===== config.mk =====
export PLATFORM = sky130hd
export DESIGN_NAME = gray_ticket_arbiter
export DESIGN_NICKNAME = d
export VERILOG_FILES = /design/src/rtl/gray_ticket_pkg.sv /design/src/rtl/gray_ticket_rr_pick.sv /design/src/rtl/gray_ticket_arbiter.sv
export SDC_FILE = /design/constraint.sdc
export NUM_CORES = 1
export LEC_CHECK = 0
export ABC_AREA = 1
export CAP_MARGIN = 20
export CORE_AREA = 10 10 64 53
export DETAILED_ROUTE_END_ITERATION = 6
export DIE_AREA = 0 0 74 63
export PLACE_DENSITY = 0.76
export SYNTH_ARGS = -nofsm -noshare
export SYNTH_HDL_FRONTEND = slang
export SYNTH_SLANG_ARGS = --single-unit
export TNS_END_PERCENT = 50

===== constraint.sdc =====
create_clock -name clk -period 2.5 [get_ports clk]
set_clock_uncertainty 0.1 [all_clocks]
set_input_delay 0.25 -clock clk [delete_from_list [all_inputs] [get_ports clk]]
set_output_delay 0.25 -clock clk [all_outputs]
set_load 0.005 [all_outputs]

===== src/rtl/gray_ticket_pkg.sv =====
// Shared constants and Gray-code helper for the Gray-coded ticket arbiter.
// Ticket widths up to GRAY_MAX_W bits are supported by bin2gray.
package gray_ticket_pkg;

    localparam int DEFAULT_NUM_REQ       = 4;
    localparam int DEFAULT_COUNTER_WIDTH = 4;
    localparam int GRAY_MAX_W            = 32;

    function automatic logic [GRAY_MAX_W-1:0] bin2gray(input logic [GRAY_MAX_W-1:0] bin);
        return bin ^ (bin >> 1);
    endfunction

endpackage


===== src/rtl/gray_ticket_rr_pick.sv =====
// Combinational round-robin picker: first eligible requester at or after ptr_i wins.
// A requester set in mask_i is never picked.
module gray_ticket_rr_pick #(
    parameter int NUM_REQ = 4,
    parameter int IDX_W   = 2
) (
    input  logic [NUM_REQ-1:0] req_i,
    input  logic [NUM_REQ-1:0] mask_i,
    input  logic [IDX_W-1:0]   ptr_i,
    output logic [NUM_REQ-1:0] gnt_o,
    output logic [IDX_W-1:0]   idx_o,
    output logic               valid_o
);

    logic [NUM_REQ-1:0] eligible;
    logic [IDX_W-1:0]   cand;

    assign eligible = req_i & ~mask_i;

    // Walk the indices in priority order starting at the pointer; the first hit wins.
    always_comb begin
        gnt_o   = '0;
        idx_o   = '0;
        valid_o = 1'b0;
        cand    = '0;
        for (int i = 0; i < NUM_REQ; i++) begin
            cand = IDX_W'((int'(ptr_i) + i) % NUM_REQ);
            if (!valid_o && eligible[cand]) begin
                gnt_o[cand] = 1'b1;
                idx_o       = cand;
                valid_o     = 1'b1;
            end
        end
    end

endmodule


===== src/rtl/gray_ticket_arbiter.sv =====
// Round-robin ticket arbiter issuing Gray-coded tickets with a registered one-hot grant.
// Define GRAY_TICKET_LOCK_EN to add the lock input that pins eligibility to the last winner.
module gray_ticket_arbiter
    import gray_ticket_pkg::*;
#(
    parameter int NUM_REQ       = DEFAULT_NUM_REQ,
    parameter int COUNTER_WIDTH = DEFAULT_COUNTER_WIDTH
) (
    input  logic                     clk,
    input  logic                     rst,
    input  logic [NUM_REQ-1:0]       req,
    input  logic                     hold,
`ifdef GRAY_TICKET_LOCK_EN
    input  logic                     lock,
`endif
    output logic [NUM_REQ-1:0]       gnt,
    output logic                     ticket_valid,
    output logic [COUNTER_WIDTH-1:0] ticket_gray,
    output logic                     wrap
);

    localparam int IDX_W = (NUM_REQ > 1) ? $clog2(NUM_REQ) : 1;

    logic [COUNTER_WIDTH-1:0] cnt_q, cnt_d;
    logic [IDX_W-1:0]         ptr_q, ptr_d;
    logic [NUM_REQ-1:0]       gnt_q, gnt_d;
    logic                     valid_q, valid_d;
    logic [COUNTER_WIDTH-1:0] gray_q, gray_d;
    logic                     wrap_q, wrap_d;

    logic [NUM_REQ-1:0]       candidates;
    logic [NUM_REQ-1:0]       winner;
    logic [IDX_W-1:0]         winIdx;
    logic                     winValid;

`ifdef GRAY_TICKET_LOCK_EN
    logic [NUM_REQ-1:0]       lastGnt_q, lastGnt_d;

    assign candidates = lock ? (req & lastGnt_q) : req;
`else
    assign candidates = req;
`endif

    // The requester currently being granted is masked so a late req drop cannot double-grant.
    gray_ticket_rr_pick #(
        .NUM_REQ (NUM_REQ),
        .IDX_W   (IDX_W)
    ) u_pick (
        .req_i   (candidates),
        .mask_i  (gnt_q),
        .ptr_i   (ptr_q),
        .gnt_o   (winner),
        .idx_o   (winIdx),
        .valid_o (winValid)
    );

    always_comb begin
        cnt_d     = cnt_q;
        ptr_d     = ptr_q;
        gnt_d     = '0;
        valid_d   = 1'b0;
        gray_d    = gray_q;
        wrap_d    = 1'b0;
`ifdef GRAY_TICKET_LOCK_EN
        lastGnt_d = lastGnt_q;
`endif
        if (!hold && winValid) begin
            gnt_d   = winner;
            valid_d = 1'b1;
            gray_d  = COUNTER_WIDTH'(bin2gray(GRAY_MAX_W'(cnt_q)));
            wrap_d  = (cnt_q == '1);
            cnt_d   = cnt_q + 1'b1;
            ptr_d   = (winIdx == IDX_W'(NUM_REQ - 1)) ? '0 : winIdx + 1'b1;
`ifdef GRAY_TICKET_LOCK_EN
            lastGnt_d = winner;
`endif
        end
    end

    always_ff @(posedge clk) begin
        if (rst) begin
            cnt_q     <= '0;
            ptr_q     <= '0;
            gnt_q     <= '0;
            valid_q   <= 1'b0;
            gray_q    <= '0;
            wrap_q    <= 1'b0;
`ifdef GRAY_TICKET_LOCK_EN
            lastGnt_q <= '0;
`endif
        end else begin
            cnt_q     <= cnt_d;
            ptr_q     <= ptr_d;
            gnt_q     <= gnt_d;
            valid_q   <= valid_d;
            gray_q    <= gray_d;
            wrap_q    <= wrap_d;
`ifdef GRAY_TICKET_LOCK_EN
            lastGnt_q <= lastGnt_d;
`endif
        end
    end

    assign gnt          = gnt_q;
    assign ticket_valid = valid_q;
    assign ticket_gray  = gray_q;
    assign wrap         = wrap_q;

endmodule

# Yosys cells after proc, flatten, opt, wreduce, memory -nomap -nowiden
# Index checks and enable logic that the tools add are counted.
# op_classes
n_bitwise,7
reduce_logical,13
eq_ne,2
n_addsub,5
n_mux,30
order_cmp,8
# ops
operator,count
4-bit two-way mux,4
1-bit two-way mux,13
"2-bit by 3-bit < comparator with 1-bit output, second input constant",4
4-bit bitwise OR,3
2-bit two-way mux,5
1-bit binary-select mux with 2-bit select,4
1-bit demux with 2-bit select,4
"2-bit by 1-bit >= comparator with 1-bit output, second input constant",4
1-bit logical AND,8
"2-bit by 1-bit adder with 2-bit output, second input constant",2
"2-bit adder, second input constant",2
"4-bit by 1-bit adder with 4-bit output, second input constant",1
4-bit bitwise AND,1
"4-bit == test, second input constant",1
1-bit logical NOT,4
4-bit inverter,1
4-bit by 3-bit bitwise XOR with 4-bit output,1
"2-bit == test, second input constant",1
2-bit OR reduction,1
1-bit inverter,1
# totals
output_inout_bits,10
register_bits,16
in_bits,7
elab_cells,71

# Logic depth before layout (Yosys ltp)
# Gate-level depths: netlist of run 1.
# depth
word_depth,17
ltp_mapped,14
depth_no_buf,13

# Modules after synthesis
# Synthesis of run 1 repeated with hierarchy kept, for this count alone.
# unflattened
cells_unflattened,162
area_unflattened_um2,1137.3
# modules_own_cells
mod,cells_each,seq_area_each_um2,instances,area_per_inst_um2
gray_ticket_arbiter,70,300.3,1,601.8
gray_ticket_rr_pick,92,0.0,1,535.5

# Worst setup path after synthesis of run 1
# No wires, ideal clock.
# synth_path
path_kind,register -> register
startpoint,register ptr_q[1]
endpoint,register gray_q[1] (netlist: ticket_gray[1])
synth_period_minus_slack_ns,2.028
required_ns,2.284
setup_time_ns,0.116
path_stages_with_launch,12
arrival_ns,1.812
path_buffers,1
path_slack_ns,0.472
cell_sequence,dfxtp_1 -> inv_2 -> ha_1 -> inv_1 -> nand3_2 -> nand2_4 -> nand3_2 -> nor2_2 -> nor2_4 -> buf_6 -> o21ai_0 -> nor2_1
# synth_between
elab_chain_len,13
word_cells_on_any_way,22
classes_between,add/sub (3); mux (12); reduce/logical (7)
# synth_lines
element,line,text
start: declaration,gray_ticket_arbiter.sv:25,"logic [IDX_W-1:0] ptr_q, ptr_d;"
start signal: assignment,gray_ticket_arbiter.sv:93,ptr_q <= ptr_d;
branches (longest 11 deep; another with 2-bit by 1-bit adder with 2-bit output),--,
1-bit two-way mux (*),gray_ticket_rr_pick.sv:28,if (!valid_o && eligible[cand]) begin
1-bit logical AND (*),gray_ticket_arbiter.sv:67,if (!hold && winValid) begin
end signal: assignment,gray_ticket_arbiter.sv:96,gray_q <= gray_d;
end: declaration,gray_ticket_arbiter.sv:28,"logic [COUNTER_WIDTH-1:0] gray_q, gray_d;"
# Every way passes the cells marked *. The select of a mux whose other input is x is not followed.
# A chain may end at the register's enable or synchronous reset.

# Final worst setup path of run 1
# layout_path
startpoint,register ptr_q[0]
endpoint,register cnt_q[2]
# layout_between
elab_chain_len,13
word_cells_on_any_way,22
classes_between,add/sub (3); mux (12); reduce/logical (7)
# layout_lines
element,line,text
branches (longest 11 deep; another with 2-bit by 1-bit adder with 2-bit output),--,
1-bit two-way mux (*),gray_ticket_rr_pick.sv:28,
1-bit logical AND (*),gray_ticket_arbiter.sv:67,
end signal: assignment,gray_ticket_arbiter.sv:92,cnt_q <= cnt_d;
end: declaration,gray_ticket_arbiter.sv:24,"logic [COUNTER_WIDTH-1:0] cnt_q, cnt_d;"
# Marks and branches as above.

==> summary.md, run 1 <==
| Metric | Value |
|---|---|
| Final-stage net count | `180` |
| Die Span Y | `63 um` |
| Setup TNS | `0 ns` |
| Io pins | `17` |
| Final hold violations | `0` |
| Mapped Cells | `143` |
| Layout cells sized above 1 | `21.6%` |
| Worst-case reg-to-reg path depth | `11` |
| Vias in the first global route | `879` |
| Met3 usage | `2.38%` |
| Clock root buffer | `clkbuf_4` |
| Worst setup EP type | `register` |
| Critical Path RT | `2.58 ns` |
| CP max FO | `14` |
| Netlist Area Pre-Place | `1100 sq um` |
| Top cells by area, synth | `dfxtp_1, nand2_1, ha_1` |
| Fin crit period | `2.18 ns` |
| Most area-hungry cell type in the Yosys netlist | `dfxtp_1` |
| Worst EP arrival | `2.27 ns` |
| Actual slew at the worst max-slew pin | `0.316 ns` |
| Area Growth Syn to Fin | `18.5%` |
| Worst-Skew Late Latency | `0.29 ns` |
| Fin Hold WS | `0.394 ns` |
| CP Buf/Inv Count | `2` |
| # clock sinks | `15` |
| Post-CTS Repair Setup Buffers | `0` |
| Initial antenna violation count | `0` |
| Flop pwr share | `22.9%` |
| Max_slew headroom | `78.9%` |
| Sw Pwr | `732 uW` |
| Vias/cell | `5.13` |
| Hold buffers post-CTS | `0` |
| Met1 usage | `13.5%` |
| Met2 Resource Use GR | `15.9%` |
| Worst min path class | `reg2reg` |
| Post-CTS resize count | `0` |
| Largest net degree at the start of global routing | `15` |
| Max Buffers Root-to-Sink | `2` |
| Setup violators final | `0` |
| CP max stage delay | `0.42 ns` |
| Sw Share | `51.3%` |
| Final Cycle Share | `87.4%` |
| Global-route wire length before repair | `3.95 mm` |
| 1st-iter DRT viols | `70` |
| CP Launch Type | `register` |
| Seq cells post-synth | `15` |
| Core Area | `2200 sq um` |
| Reg clk slew, reported paths | `0.09 ns` |
| Hold path cells | `1` |
| Gpl congestion | `0.920` |
| Clock buffer count from CTS | `3` |
| Worst Path Class, Setup | `reg2reg` |
| Number of distinct library cells after synthesis | `24` |
| Vias post-DR | `959` |
| Detailed Routing Iterations Pass 1 | `4` |
| Antenna Cells | `0` |
| Int Pwr | `696 uW` |
| Worst IR drop on VDD | `730 uV` |
| Total Wirelength | `2.41 mm` |
| Chip width | `74 um` |
| Sequential fraction of the synthesis area | `27.2%` |
| Highest-count cells in the layout ignoring fill and taps | `nand2_1, clkdlybuf4s50_1, dfxtp_1` |
| Max Clock Freq | `458 MHz` |
| Die area | `4660 sq um` |
| Crit path max-delay family | `simple AND/OR/NAND/NOR gates` |
| Cell Pwr Density | `1090 nW/um^2` |
| Post-Syn Nets | `160` |
| Max-Cap Viols | `0` |
| Commonest non-fill, non-tap cell in the layout | `nand2_1` |
| Worst-path cell chain | `inv_6 > ha_1 > inv_1 > nand3_2 > nand2_4 > nand3_2 > nor2_2 > nor2_4 > nand2_1 > o21ai_0 > a21oi_1` |
| Pre-CTS setup slack | `0.349 ns` |
| Starting Density | `50.2%` |
| Gate power share | `67.2%` |
| Slew Viols, Final | `0` |
| RSZ-0062 raised after global routing | `no` |
| Busiest layer in global routing | `met2` |
| Residual DRC | `0` |
| CP most frequent cell | `nand3_2` |
| Run status | `finished clean` |
| DP Wirelength | `1.98 mm` |
| Number of port buffers | `16` |
| CTS tree | `built` |
| WP depth | `11` |
| DRT antenna net count | `0` |
| Syn. warnings | `0` |
| Avg Inst Size Synth | `7.71 sq um` |
| H-tree lvl count | `1` |
| CP max-delay cell | `dfxtp_1` |
| Clock share of power | `9.9%` |
| Leakage power | `0.574 nW` |
| GRT Util Overall | `10.4%` |
| GRT overflow | `0` |
| Final worst slack | `0.316 ns` |
| Average wire per standard cell | `12.9 um` |
| Yosys top cell area share | `27.2%` |
| Row count | `15` |
## power by group through the flow
stage / combinational (mW) / clock (mW) / sequential, mW
CTS: 0.951 / 0.145 / 0.328
global placement: 0.910 / 0 / 0.330
detailed placement: 0.949 / 0 / 0.333
floorplan: 0.719 / 0 / 0.340
finish: 0.959 / 0.142 / 0.327
global route: 1.06 / 0.159 / 0.336
## layout make-up
class | instances | area (sq um)
clock buffers | 3 | 22.5
clock inverters | 1 | 5.00
repair buffers | 18 | 175
flip-flops and latches | 15 | 300
well taps | 25 | 31.3
inverters | 15 | 61.3
fillers | 194 | 890
multi-input cells | 110 | 711
## per-stage QoR
| step | utilization, % | power [mW] | instance area [sq um] | std cells |
|---|---|---|---|---|
| 2_1_floorplan | - | 1.06 | 1100 | 143 |
| 3_3_place_gp | 58.2 | 1.24 | 1280 | 183 |
| 3_5_place_dp | 58.2 | 1.28 | 1280 | 183 |
| 4_1_cts | 59.5 | 1.42 | 1310 | 187 |
| 5_1_grt | 59.5 | 1.55 | 1310 | 187 |
| 6_report | 59.5 | 1.43 | 1310 | 187 |
## flip-flops by register name, summed over array words and instances (netlist names)
name          cells
ticket_valid      1
cnt_q             4
ptr_q             2
wrap              1
gnt               4
ticket_gray       3
## cells in the mapped netlist
library cell / number
a21oi_1: 9
a21oi_2: 1
a22oi_1: 1
a31oi_1: 1
a41oi_2: 1
buf_4: 1
buf_6: 2
dfxtp_1: 15
ha_1: 10
inv_1: 11
inv_2: 3
inv_6: 1
nand2_1: 35
nand2_2: 5
nand2_4: 2
nand3_1: 8
nand3_2: 10
nand3_4: 3
nand4_1: 2
nor2_1: 10
nor2_2: 1
nor2_4: 2
o21ai_0: 6
o21ai_1: 3
## kinds of logic after synthesis
family | count (synthesis) | synth area share (%)
AO/OA/AOI/OAI | 22 | 11.7
buffers and inverters | 18 | 8.29
adder cells (fa/ha/maj) | 10 | 11.4
AND/OR/NAND/NOR | 78 | 41.4
flip-flops | 15 | 27.2
## worst paths after layout
kind / start / slack (ns) / endpoint
setup / recovery: ptr_q[0] / 0.32 / cnt_q[2]
hold / removal: cnt_q[0] / 0.39 / cnt_q[0]
setup reg to reg: ptr_q[0] / 0.32 / cnt_q[2]
hold reg to reg: cnt_q[0] / 0.39 / cnt_q[0]
## layer usage
metal | vias up | wire [um]
met5 | - | 0
met4 | 0 | 31
met3 | 4 | 143
met2 | 33 | 1130
met1 | 414 | 1100
li1 | 508 | -
Note: power is estimated with default switching activity, not from simulation.
==> inputs of run 2 (changes only) <==
--- a/config.mk
+++ b/config.mk
@@ -10,6 +10,7 @@
 export CORE_AREA = 10 10 64 53
 export DETAILED_ROUTE_END_ITERATION = 6
 export DIE_AREA = 0 0 74 63
+export MAX_ROUTING_LAYER = met4
 export PLACE_DENSITY = 0.76
 export SYNTH_ARGS = -nofsm -noshare
 export SYNTH_HDL_FRONTEND = slang
==> run 2 against run 1 <==
Compared with the run above: sequential power hardly changed; largest cell class unchanged; non-clock buffer count unchanged; count of clock-buffer cells in the layout is the same; critical path depth unchanged; maximum frequency increased by 0.48%; highest routed layer unchanged; sequential share of layout area unchanged; cell count unchanged.
==> summary.md, run 2 (synthesis results as in run 1) <==
| Metric | Value |
|---|---|
| Run status | `finished clean` |
| Actual slew at the worst max-slew pin | `0.337 ns` |
| Worst setup EP type | `register` |
| Gate power share | `67.3%` |
| Detailed Routing Iterations Pass 1 | `4` |
| Io pins | `17` |
| Final-stage net count | `180` |
| CP max FO | `14` |
| Final Cycle Share | `86.9%` |
| Critical Path RT | `2.58 ns` |
| CP Launch Type | `register` |
| Multi-input gate area | `711 sq um` |
| GRT overflow | `0` |
| Layout cells sized above 1 | `21.6%` |
| 1st-iter DRT viols | `66` |
| Die Span Y | `63 um` |
| Worst min path class | `reg2reg` |
| Sw Pwr | `727 uW` |
| Fin crit period | `2.17 ns` |
| Max_slew headroom | `77.5%` |
| Starting Density | `50.2%` |
| Slew Viols, Final | `0` |
| Post-CTS Repair Setup Buffers | `0` |
| Max Clock Freq | `460 MHz` |
| # clock sinks | `15` |
| Hold buffers post-CTS | `0` |
| DP Wirelength | `2.03 mm` |
| DRT antenna net count | `0` |
| Met2 Resource Use GR | `16.9%` |
| Leakage power | `0.574 nW` |
| Residual DRC | `0` |
| Antenna Cells | `0` |
| Vias in the first global route | `960` |
| Met3 usage | `2.38%` |
| Worst Path Class, Setup | `reg2reg` |
| Die area | `4660 sq um` |
| Clock buffer count from CTS | `3` |
| Flop pwr share | `22.9%` |
| Busiest layer in global routing | `met2` |
| Number of port buffers | `16` |
| H-tree lvl count | `1` |
| Highest-count cells in the layout ignoring fill and taps | `nand2_1, clkdlybuf4s50_1, dfxtp_1` |
| Worst-Skew Late Latency | `0.29 ns` |
| Placement Cell Area | `1280 sq um` |
| CTS tree | `built` |
| Gpl congestion | `0.939` |
| Commonest non-fill, non-tap cell in the layout | `nand2_1` |
| Max-Cap Viols | `0` |
| Clock root buffer | `clkbuf_4` |
| Largest net degree at the start of global routing | `15` |
| Sw Share | `51.1%` |
| Post-route cell area | `1310 sq um` |
| Met1 usage | `14.3%` |
| Area Growth Syn to Fin | `18.5%` |
| Cell Pwr Density | `1090 nW/um^2` |
| Int Pwr | `695 uW` |
| Global-route wire length before repair | `4.25 mm` |
| Initial antenna violation count | `0` |
| Vias/cell | `5.28` |
| GRT Util Overall | `11.5%` |
| Setup violators final | `0` |
| Final hold violations | `0` |
| Average wire per standard cell | `13.2 um` |
| Worst IR drop on VDD | `772 uV` |
| Reg clk slew, reported paths | `0.09 ns` |
| Max Buffers Root-to-Sink | `2` |
| Clock share of power | `9.8%` |
| Vias post-DR | `988` |
| Post-CTS resize count | `0` |
| RSZ-0062 raised after global routing | `no` |
| Total Wirelength | `2.46 mm` |
| Chip width | `74 um` |
| Setup TNS | `0 ns` |
| Row count | `15` |
| FF+latch area | `300 sq um` |
| Worst EP arrival | `2.26 ns` |
| Core Area | `2200 sq um` |
| Fill cells | `194` |
## run 2: cell counts in the layout (fill, tap and decap cells not counted)
Identical to the previous run, type by type.
## run 2: layout make-up
class	instances	share of cell area (%)
clock inverters	1	0.383
inverters	15	4.69
repair buffers	18	13.4
flip-flops and latches	15	23.0
well taps	25	2.39
multi-input cells	110	54.4
clock buffers	3	1.72
## run 2: stage by stage
| step | cells | hold slack (ns) | utilization, % | setup WS (ns) | power (mW) |
|---|---|---|---|---|---|
| 6_report | 187 | 0.394 | 59.5 | 0.326 | 1.42 |
| 5_1_grt | 187 | 0.438 | 59.5 | 0.133 | 1.56 |
| 4_1_cts | 187 | 0.400 | 59.5 | 0.330 | 1.43 |
| 3_5_place_dp | 183 | 0.381 | 58.2 | 0.354 | 1.28 |
| 3_3_place_gp | 183 | 0.365 | 58.2 | 0.397 | 1.24 |
| 2_1_floorplan | 143 | 0.219 | - | 0.472 | 1.06 |
## run 2: worst paths after layout
kind              startpoint        to  slack (ns)  cells after the start
setup / recovery    ptr_q[0]  cnt_q[2]        0.33                     11
hold / removal      cnt_q[0]  cnt_q[0]        0.39                      1
setup reg to reg    ptr_q[0]  cnt_q[2]        0.33                     11
hold reg to reg     cnt_q[0]  cnt_q[0]        0.39                      1
## run 2: power groups by stage
stage | clock network (mW) | logic (mW) | registers, mW
after global placement | 0 | 0.912 | 0.330
after floorplan | 0 | 0.719 | 0.340
after detailed placement | 0 | 0.951 | 0.332
after global routing | 0.158 | 1.07 | 0.334
final | 0.140 | 0.957 | 0.325
after CTS | 0.146 | 0.958 | 0.326
## run 2: worst max-delay path, stage by stage (launching register included)
cell and delay, ns:
dfxtp_1 0.42, inv_6 0.09, ha_1 0.39, inv_1 0.12
nand3_2 0.12, nand2_4 0.08, nand3_2 0.08, nor2_2 0.04
nor2_4 0.27, nand2_1 0.13, o21ai_0 0.16, a21oi_1 0.05
## run 2: per-layer routing
layer / vias up / wire length [um]
li1: 506 / -
met1: 441 / 1080
met2: 35 / 1160
met3: 6 / 160
met4: 0 / 54
met5: - / 0
